==> config.mk <==
export PLATFORM = sky130hd
export DESIGN_NAME = instr_cache
export DESIGN_NICKNAME = d
export VERILOG_FILES = /design/src/rtl/instr_cache.sv
export SDC_FILE = /design/constraint.sdc
export NUM_CORES = 1
export LEC_CHECK = 0
export ABC_AREA = 1
export CAP_MARGIN = 20
export CORE_MARGIN = 2
export CORE_UTILIZATION = 45
export DETAILED_ROUTE_END_ITERATION = 10
export SLEW_MARGIN = 20
export SYNTH_ARGS = -nofsm -noshare
export SYNTH_HDL_FRONTEND = slang
export SYNTH_SLANG_ARGS = --single-unit
==> constraint.sdc <==
create_clock -name clk_in -period 6.84 [get_ports clk_in]
set_input_delay 1.026 -clock clk_in [delete_from_list [all_inputs] [get_ports clk_in]]
set_output_delay 1.026 -clock clk_in [all_outputs]
set_load 0.01 [all_outputs]
==> src/rtl/instr_cache.sv <==
// Direct-mapped, read-only instruction cache: same-cycle hits, one outstanding
// 8-byte line fill from the memory controller's instruction port.
module instr_cache #(
    parameter int INDEX_WIDTH = 4
) (
    input  logic        clk_in,
    input  logic        rst_in,
    input  logic        rdy_in,
    input  logic        clear_signal,
    input  logic        if_valid,
    input  logic [31:0] if_pc,
    output logic        if_ready,
    output logic [31:0] if_instr,
    output logic        instr_signal,
    output logic [31:0] instr_a,
    input  logic [63:0] instr_d,
    input  logic        instr_done
);

    localparam int LINES = 1 << INDEX_WIDTH;
    localparam int TAG_W = 32 - INDEX_WIDTH - 3;

    typedef enum logic {
        IDLE,
        MISS
    } state_t;

    state_t                   state_q, state_d;
    logic [LINES-1:0]         valid_q;
    logic [TAG_W-1:0]         tag_q  [LINES];
    logic [63:0]              data_q [LINES];

    logic [INDEX_WIDTH-1:0]   pc_idx, miss_idx;
    logic [TAG_W-1:0]         pc_tag, miss_tag;
    logic                     hit, start_miss, fill;
    logic                     unused_pc_lsbs;

    assign pc_idx         = if_pc[INDEX_WIDTH+2:3];
    assign pc_tag         = if_pc[31:INDEX_WIDTH+3];
    assign miss_idx       = instr_a[INDEX_WIDTH+2:3];
    assign miss_tag       = instr_a[31:INDEX_WIDTH+3];
    assign unused_pc_lsbs = ^if_pc[1:0];

    assign hit      = valid_q[pc_idx] & (tag_q[pc_idx] == pc_tag);
    assign if_ready = if_valid & hit & ~rst_in;
    assign if_instr = if_pc[2] ? data_q[pc_idx][63:32] : data_q[pc_idx][31:0];

    // Request is masked on the done cycle so the controller never sees a second one.
    assign instr_signal = (state_q == MISS) & ~instr_done;
    assign fill         = (state_q == MISS) & instr_done & rdy_in;

    always_comb begin
        state_d    = state_q;
        start_miss = 1'b0;
        case (state_q)
            IDLE: begin
                if (if_valid && !hit && !clear_signal) begin
                    state_d    = MISS;
                    start_miss = 1'b1;
                end
            end
            MISS: begin
                if (instr_done || clear_signal) begin
                    state_d = IDLE;
                end
            end
            default: state_d = IDLE;
        endcase
    end

    always_ff @(posedge clk_in or posedge rst_in) begin
        if (rst_in) begin
            state_q <= IDLE;
            valid_q <= '0;
            instr_a <= '0;
        end else if (rdy_in) begin
            state_q <= state_d;
            if (start_miss) begin
                instr_a <= {if_pc[31:3], 3'b000};
            end
            if (fill) begin
                valid_q[miss_idx] <= 1'b1;
            end
        end
    end

    // Tag and data arrays carry no reset; the valid bits qualify them.
    always_ff @(posedge clk_in) begin
        if (fill) begin
            tag_q[miss_idx]  <= miss_tag;
            data_q[miss_idx] <= instr_d;
        end
    end

endmodule

==> run metrics, run 1 <==
sequential cell area 43,900 µm²; synth warn 0; synthesized area per cell 12.9 µm²; most used cell, CP nand2_1; area growth from synthesis to layout 14.3%; total power 19.7 mW; GRT overflow 0; pin count of the biggest net entering global routing 176; vias in the first global route 35.3k; clock sinks 1,470; Critical Path, Cell by Cell buf_8, inv_8, buf_4, nand2_1, nand2_1, nand2_1, nand3_1, nand3_1, nand3_1, nand2_1, nor2_1, nand2_1, inv_1, nand2_1, nor2_1, nand2_1, nor3_1, clkdlybuf4s50_1; Final nets 4,712; Max Cap Viol 0; Synth area leaders edfxtp_1, o21ai_0, nor2_1; crit end category primary output; Final Critical Period 5.47 ns; Die X 364 µm; CTS tree done; post-CTS setup buffers 0; Final ANT Viol Nets 0; cell taking the most area after synthesis edfxtp_1; DR pass1 iterations 6; Seq/Total Area, Yosys 75.2%; initial antenna violation count 16; Top FF cell, synth edfxtp_1; startpoint types primary input; Worst-path clk slew 0.06 ns; root buffer cell clkbuf_16; Yosys cell types 28; Yosys reg bits 1,470; cells after synthesis 4,525; PortBufs 162; Hold WC Path Type reg -> reg; delay-heaviest family, CP buffers and inverters; share of the synthesized area in the top cell type 73.2%; core area 129,000 µm²; commonest cells after routing, fill and taps aside edfxtp_1, nor2_1, o21ai_0; PostCTS Resize Cnt 0; GPL Wtd Cong 0.757; Finish-stage setup viols 0; largest vdd supply drop 0.000263 V; hold_buf cts 0; Hold Fails Final Rpt 0; Final period util 79.9%; setup_tns 0 ns; post-synthesis async set-or-reset flop share 3.13%; Rel. slew slack 26.0%; DRC violations left 0; Top Ports 168; First DRT Iteration DRCs 4,151; worst-margin pin slew 1.11 ns; multi-input logic area 12,500 µm²; Leak Pwr 22.5 nW; CTS Buffer Depth 3; cts bufs inserted 153; CTS H-tree lvls 4; Die Ht 364 µm; WP data required 5.81 ns; Skew-Pair Late Insertion Delay 0.77 ns; drt wl/cell 24.3 µm; commonest non-fill, non-tap cell in the layout edfxtp_1; status finished, final reports clean; Initial Util 45.2%; CP Class in -> out; Post-Syn Area 58,400 µm²; number of flops mapped to enable cells by yosys 1,424; RSZ-0062 raised after global routing no; DP Wirelength 75,000 µm; FP Rows 132; Via Count 37.1k; layout cells sized above 1 7.28%; CP Max Fanout 132; FILL cells 11.0k; Worst path max stage delay 0.64 ns; PD cells 294 nW/µm²; Slew Viols, Final 0; Data arrival, critical path 4.44 ns; final wirelength 158,000 µm; Total GRT Usage 23.7%; f_max 183 MHz; CP max-delay cell inv_8; total die area 133,000 µm²; via/cell ratio 5.73; first-pass GRT wire length 232,000 µm; Max Clock Skew 0.0248 ns; Bufs and invs on worst path 5
-- routing by layer --
layer	global-route usage, %	vias up	share of wire [%]
li1	-	16800	-
met1	33.3	18600	43
met2	37.9	1462	47
met3	3.84	272	7.3
met4	7.68	4	2.6
met5	0	-	0.016
-- path summary, 6_finish.rpt --
| check | from | slack [ns] | end | cells past startpoint |
|---|---|---|---|---|
| max reg2reg | state_q | 3.46 | data_q[11][59] | 5 |
| max | if_pc[3] | 1.37 | if_ready | 18 |
| max in group asynchronous | rst_in | 5.44 | valid_q[0] | 3 |
| min in group asynchronous | rst_in | 0.85 | instr_a[7] | 3 |
| min | valid_q[3] | 0.46 | valid_q[3] | 2 |
| min reg2reg | valid_q[3] | 0.46 | valid_q[3] | 2 |
-- power by group --
| group | leakage, nW | switching (mW) | internal, mW |
|---|---|---|---|
| Sequential | 13.4 | 0.185 | 10.1 |
| Clock | 2.40 | 3.40 | 4.71 |
| Combinational | 6.69 | 0.832 | 0.410 |
-- flip-flops by register name, summed over array words and instances (netlist names) --
register / cells
state_q: 1
valid_q: 16
data_q: 1024
instr_a: 29
tag_q: 400
-- tightest hold or removal path, stage by stage, from the launching register on --
cell and delay (ns):
dfrtp_1 0.32, inv_1 0.04, o21ai_0 0.06
-- synth_stat cells (11+ instances only) --
library cell  instances
buf_6                18
inv_1               172
o21ai_0             620
o22ai_1              62
nor2_1              715
dfrtp_1              46
buf_2                57
clkbuf_1            196
o211ai_1             37
a32oi_1              27
edfxtp_1           1424
a31oi_1              32
buf_4                13
o221ai_1            194
nand2_1             510
buf_1                30
or2_2                11
a21oi_1              13
nand3_1             317
nand2_2              11
-- stage by stage --
step | instance area [µm²] | util (%) | hold WS [ns] | worst slack (ns) | cells
5_1_grt | 66700 | 51.7 | 0.474 | 1.02 | 6484
2_1_floorplan | 58400 | - | 0.428 | 1.12 | 4527
4_1_cts | 66700 | 51.7 | 0.460 | 1.45 | 6479
3_3_place_gp | 61800 | 47.9 | 0.439 | 1.42 | 6197
3_5_place_dp | 61800 | 47.9 | 0.447 | 1.44 | 6197
6_report | 66700 | 51.7 | 0.460 | 1.37 | 6485
-- layout make-up --
type / instances / share of cell area, %
flip-flops and latches: 1470 / 65.8
repair buffers: 243 / 3.84
diodes: 6 / 0.0225
multi-input cells: 2565 / 18.7
well taps: 1742 / 3.27
clock buffers: 190 / 6.09
clock inverters: 92 / 1.21
inverters: 177 / 1.04
-- cells by family after synthesis --
| logic type | after synthesis | synth area share, % |
|---|---|---|
| other | 1 | 0.00642 |
| AO/OA/AOI/OAI | 995 | 10.3 |
| AND/OR/NAND/NOR | 1567 | 10.9 |
| buffers and inverters | 492 | 3.62 |
| flip-flops | 1470 | 75.2 |
Note: power is estimated with default switching activity, not from simulation.
==> run 2, diff against run 1 <==
clock period = 4.6 ns   (was 6.84 ns; I/O delays follow)
==> run metrics, run 2 (synthesis results as in run 1) <==
Die Ht 364 µm (unchanged); most used cell, CP nand2_1; commonest non-fill, non-tap cell in the layout edfxtp_1; Initial Util 45.2% (unchanged); CP Max Fanout 57 (-57%); Sw Share 22.5% (-0.030 points); final wirelength 158,000 µm (+0.20%); GPL Wtd Cong 0.766 (+1.2%); CP Class in -> out; Slew Viols, Final 0 (unchanged); WP data required 3.91 ns (-1.90 ns); commonest cells after routing, fill and taps aside edfxtp_1, nor2_1, o21ai_0; delay-heaviest family, CP buffers and inverters; Top Ports 168 (unchanged); net switching power 6.58 mW (+49%); setup_tns 0 ns (unchanged); cts bufs inserted 154 (+0.65%); Final period util 90.5%; PostCTS Resize Cnt 0 (unchanged); Worst R2R Start state_q; clock sinks 1,470 (unchanged); core area 129,000 µm² (unchanged); cell internal pwr 22.7 mW (+49%); Leak Pwr 22.9 nW (+1.9%); root buffer cell clkbuf_16; DRC violations left 0 (unchanged); first-pass GRT wire length 233,000 µm (+0.39%); max reg flops 1,024 (unchanged); total die area 133,000 µm² (unchanged); Data arrival, critical path 3.47 ns (-0.97 ns); DR pass1 iterations 5 (-1); drt wl/cell 24.2 µm (-0.74%); top flop regs data_q: 1024 flops, tag_q: 400 flops, instr_a: 29 flops; area growth from synthesis to layout 16.0%; crit end category primary output; via/cell ratio 5.72 (-0.12%); Die X 364 µm (unchanged); Largest Register data_q; initial antenna violation count 25 (+9); Max Cap Viol 0 (unchanged); DP Wirelength 79,900 µm (+6.6%); GRT overflow 0 (unchanged); First DRT Iteration DRCs 3,858 (-7.1%); RSZ-0062 raised after global routing no; Logic pwr share 6.5% (+0.2 points); Bufs and invs on worst path 5 (unchanged); Via Count 37.4k (+0.82%); Hold WC Path Type in -> async; Max Clock Skew 0.0256 ns (+0.000806 ns); Finish-stage setup viols 0 (unchanged); RR Endpoint data_q[5][5]; Total GRT Usage 23.8% (+0.073 points); layout cells sized above 1 8.33% (+1.0 points); Final Critical Period 4.16 ns; Clk pwr share 41.2% (about the same); Reg2Reg Setup Slack 1.69 ns (-1.77 ns); Hold Fails Final Rpt 0 (unchanged); Worst-path clk slew 0.06 ns (about the same); CTS tree done; Final nets 4,771 (+1.3%); PD cells 433 nW/µm² (+47%); CTS Buffer Depth 3 (unchanged); FP Rows 132 (unchanged); CP max-delay cell clkdlybuf4s50_1; vias in the first global route 35.5k (+0.57%); worst-margin pin slew 0.847 ns (-0.260 ns); hold_buf cts 0 (unchanged); largest vdd supply drop 0.000412 V (+57%); status finished, final reports clean; sequential share of power 52.3% (about the same); WP depth 18 (unchanged); FF-to-FF path depth 5 (unchanged); Worst path max stage delay 0.56 ns (-0.08 ns); Area after DPL 62,800 µm² (+1.5%); Rel. slew slack 43.4% (+17 points); Final ANT Viol Nets 0 (unchanged); CTS H-tree lvls 4 (unchanged); PortBufs 162 (unchanged); post-CTS setup buffers 0 (unchanged); pin count of the biggest net entering global routing 115 (-35%); f_max 240 MHz; Skew-Pair Late Insertion Delay 0.76 ns (about the same); startpoint types primary input; Final Instance Area 67,700 µm² (+1.5%); Critical Path, Cell by Cell buf_8, inv_8, buf_12, nand2_1, nand2_1, nand2_1, nand3_1, nand3_1, nand3_1, nand2_1, inv_1, nand2_1, nor2_1, nand2_1, nor2_1, nand2_1, nor3_1, clkdlybuf4s50_1
run 2: final cells by class:
class / instances / area [µm²]
diodes: 12 / 30.0
clock buffers: 192 / 4190
clock inverters: 87 / 697
fillers: 10800 / 61400
inverters: 177 / 692
multi-input cells: 2565 / 12500
flip-flops and latches: 1470 / 43900
well taps: 1742 / 2180
repair buffers: 301 / 3510
run 2: worst max-delay path by stage:
stage,from,to,slack (ns)
2_1_floorplan,rdy_in,valid_q[0],-0.79
3_3_place_gp,if_pc[3],if_ready,0.40
3_5_place_dp,if_pc[3],if_ready,0.42
4_1_cts,if_pc[3],if_ready,0.42
5_1_grt,if_pc[3],if_ready,0.25
6_report,if_pc[3],if_ready,0.44
run 2: metal layers:
layer	track usage, %	routed length [µm]	up-vias
met5	0	33	-
met4	7.98	4000	4
met3	3.80	11600	259
met2	38.4	76100	1460
met1	33.0	66400	18800
li1	-	-	16900
run 2: through the flow:
| step | worst slack [ns] | utilization [%] | hold WS, ns | std cells | total power, mW |
|---|---|---|---|---|---|
| after CTS | 0.416 | 52.4 | 0.297 | 6534 | 29.5 |
| after global routing | 0.248 | 52.4 | 0.354 | 6543 | 30.2 |
| after global placement | 0.400 | 48.6 | 0.439 | 6255 | 17.5 |
| after detailed placement | 0.424 | 48.6 | 0.446 | 6255 | 17.5 |
| final | 0.437 | 52.4 | 0.327 | 6546 | 29.3 |
| after floorplan | -0.788 | - | 0.428 | 4527 | 16.5 |
run 2: worst reg2reg max path: stages (launching register included):
cell,delay [ns]
dfrtp_1,0.39
nand2_1,0.07
nor2_1,0.44
nand3_1,0.53
nor2_4,0.82
buf_12,0.31
run 2: power by group through the flow:
stage	clock network [mW]	logic (mW)	registers, mW
after floorplan	0	0.960	15.5
after global placement	0	1.90	15.6
after detailed placement	0	1.92	15.6
after CTS	12.2	1.93	15.3
after global routing	12.7	2.10	15.4
final	12.1	1.92	15.3
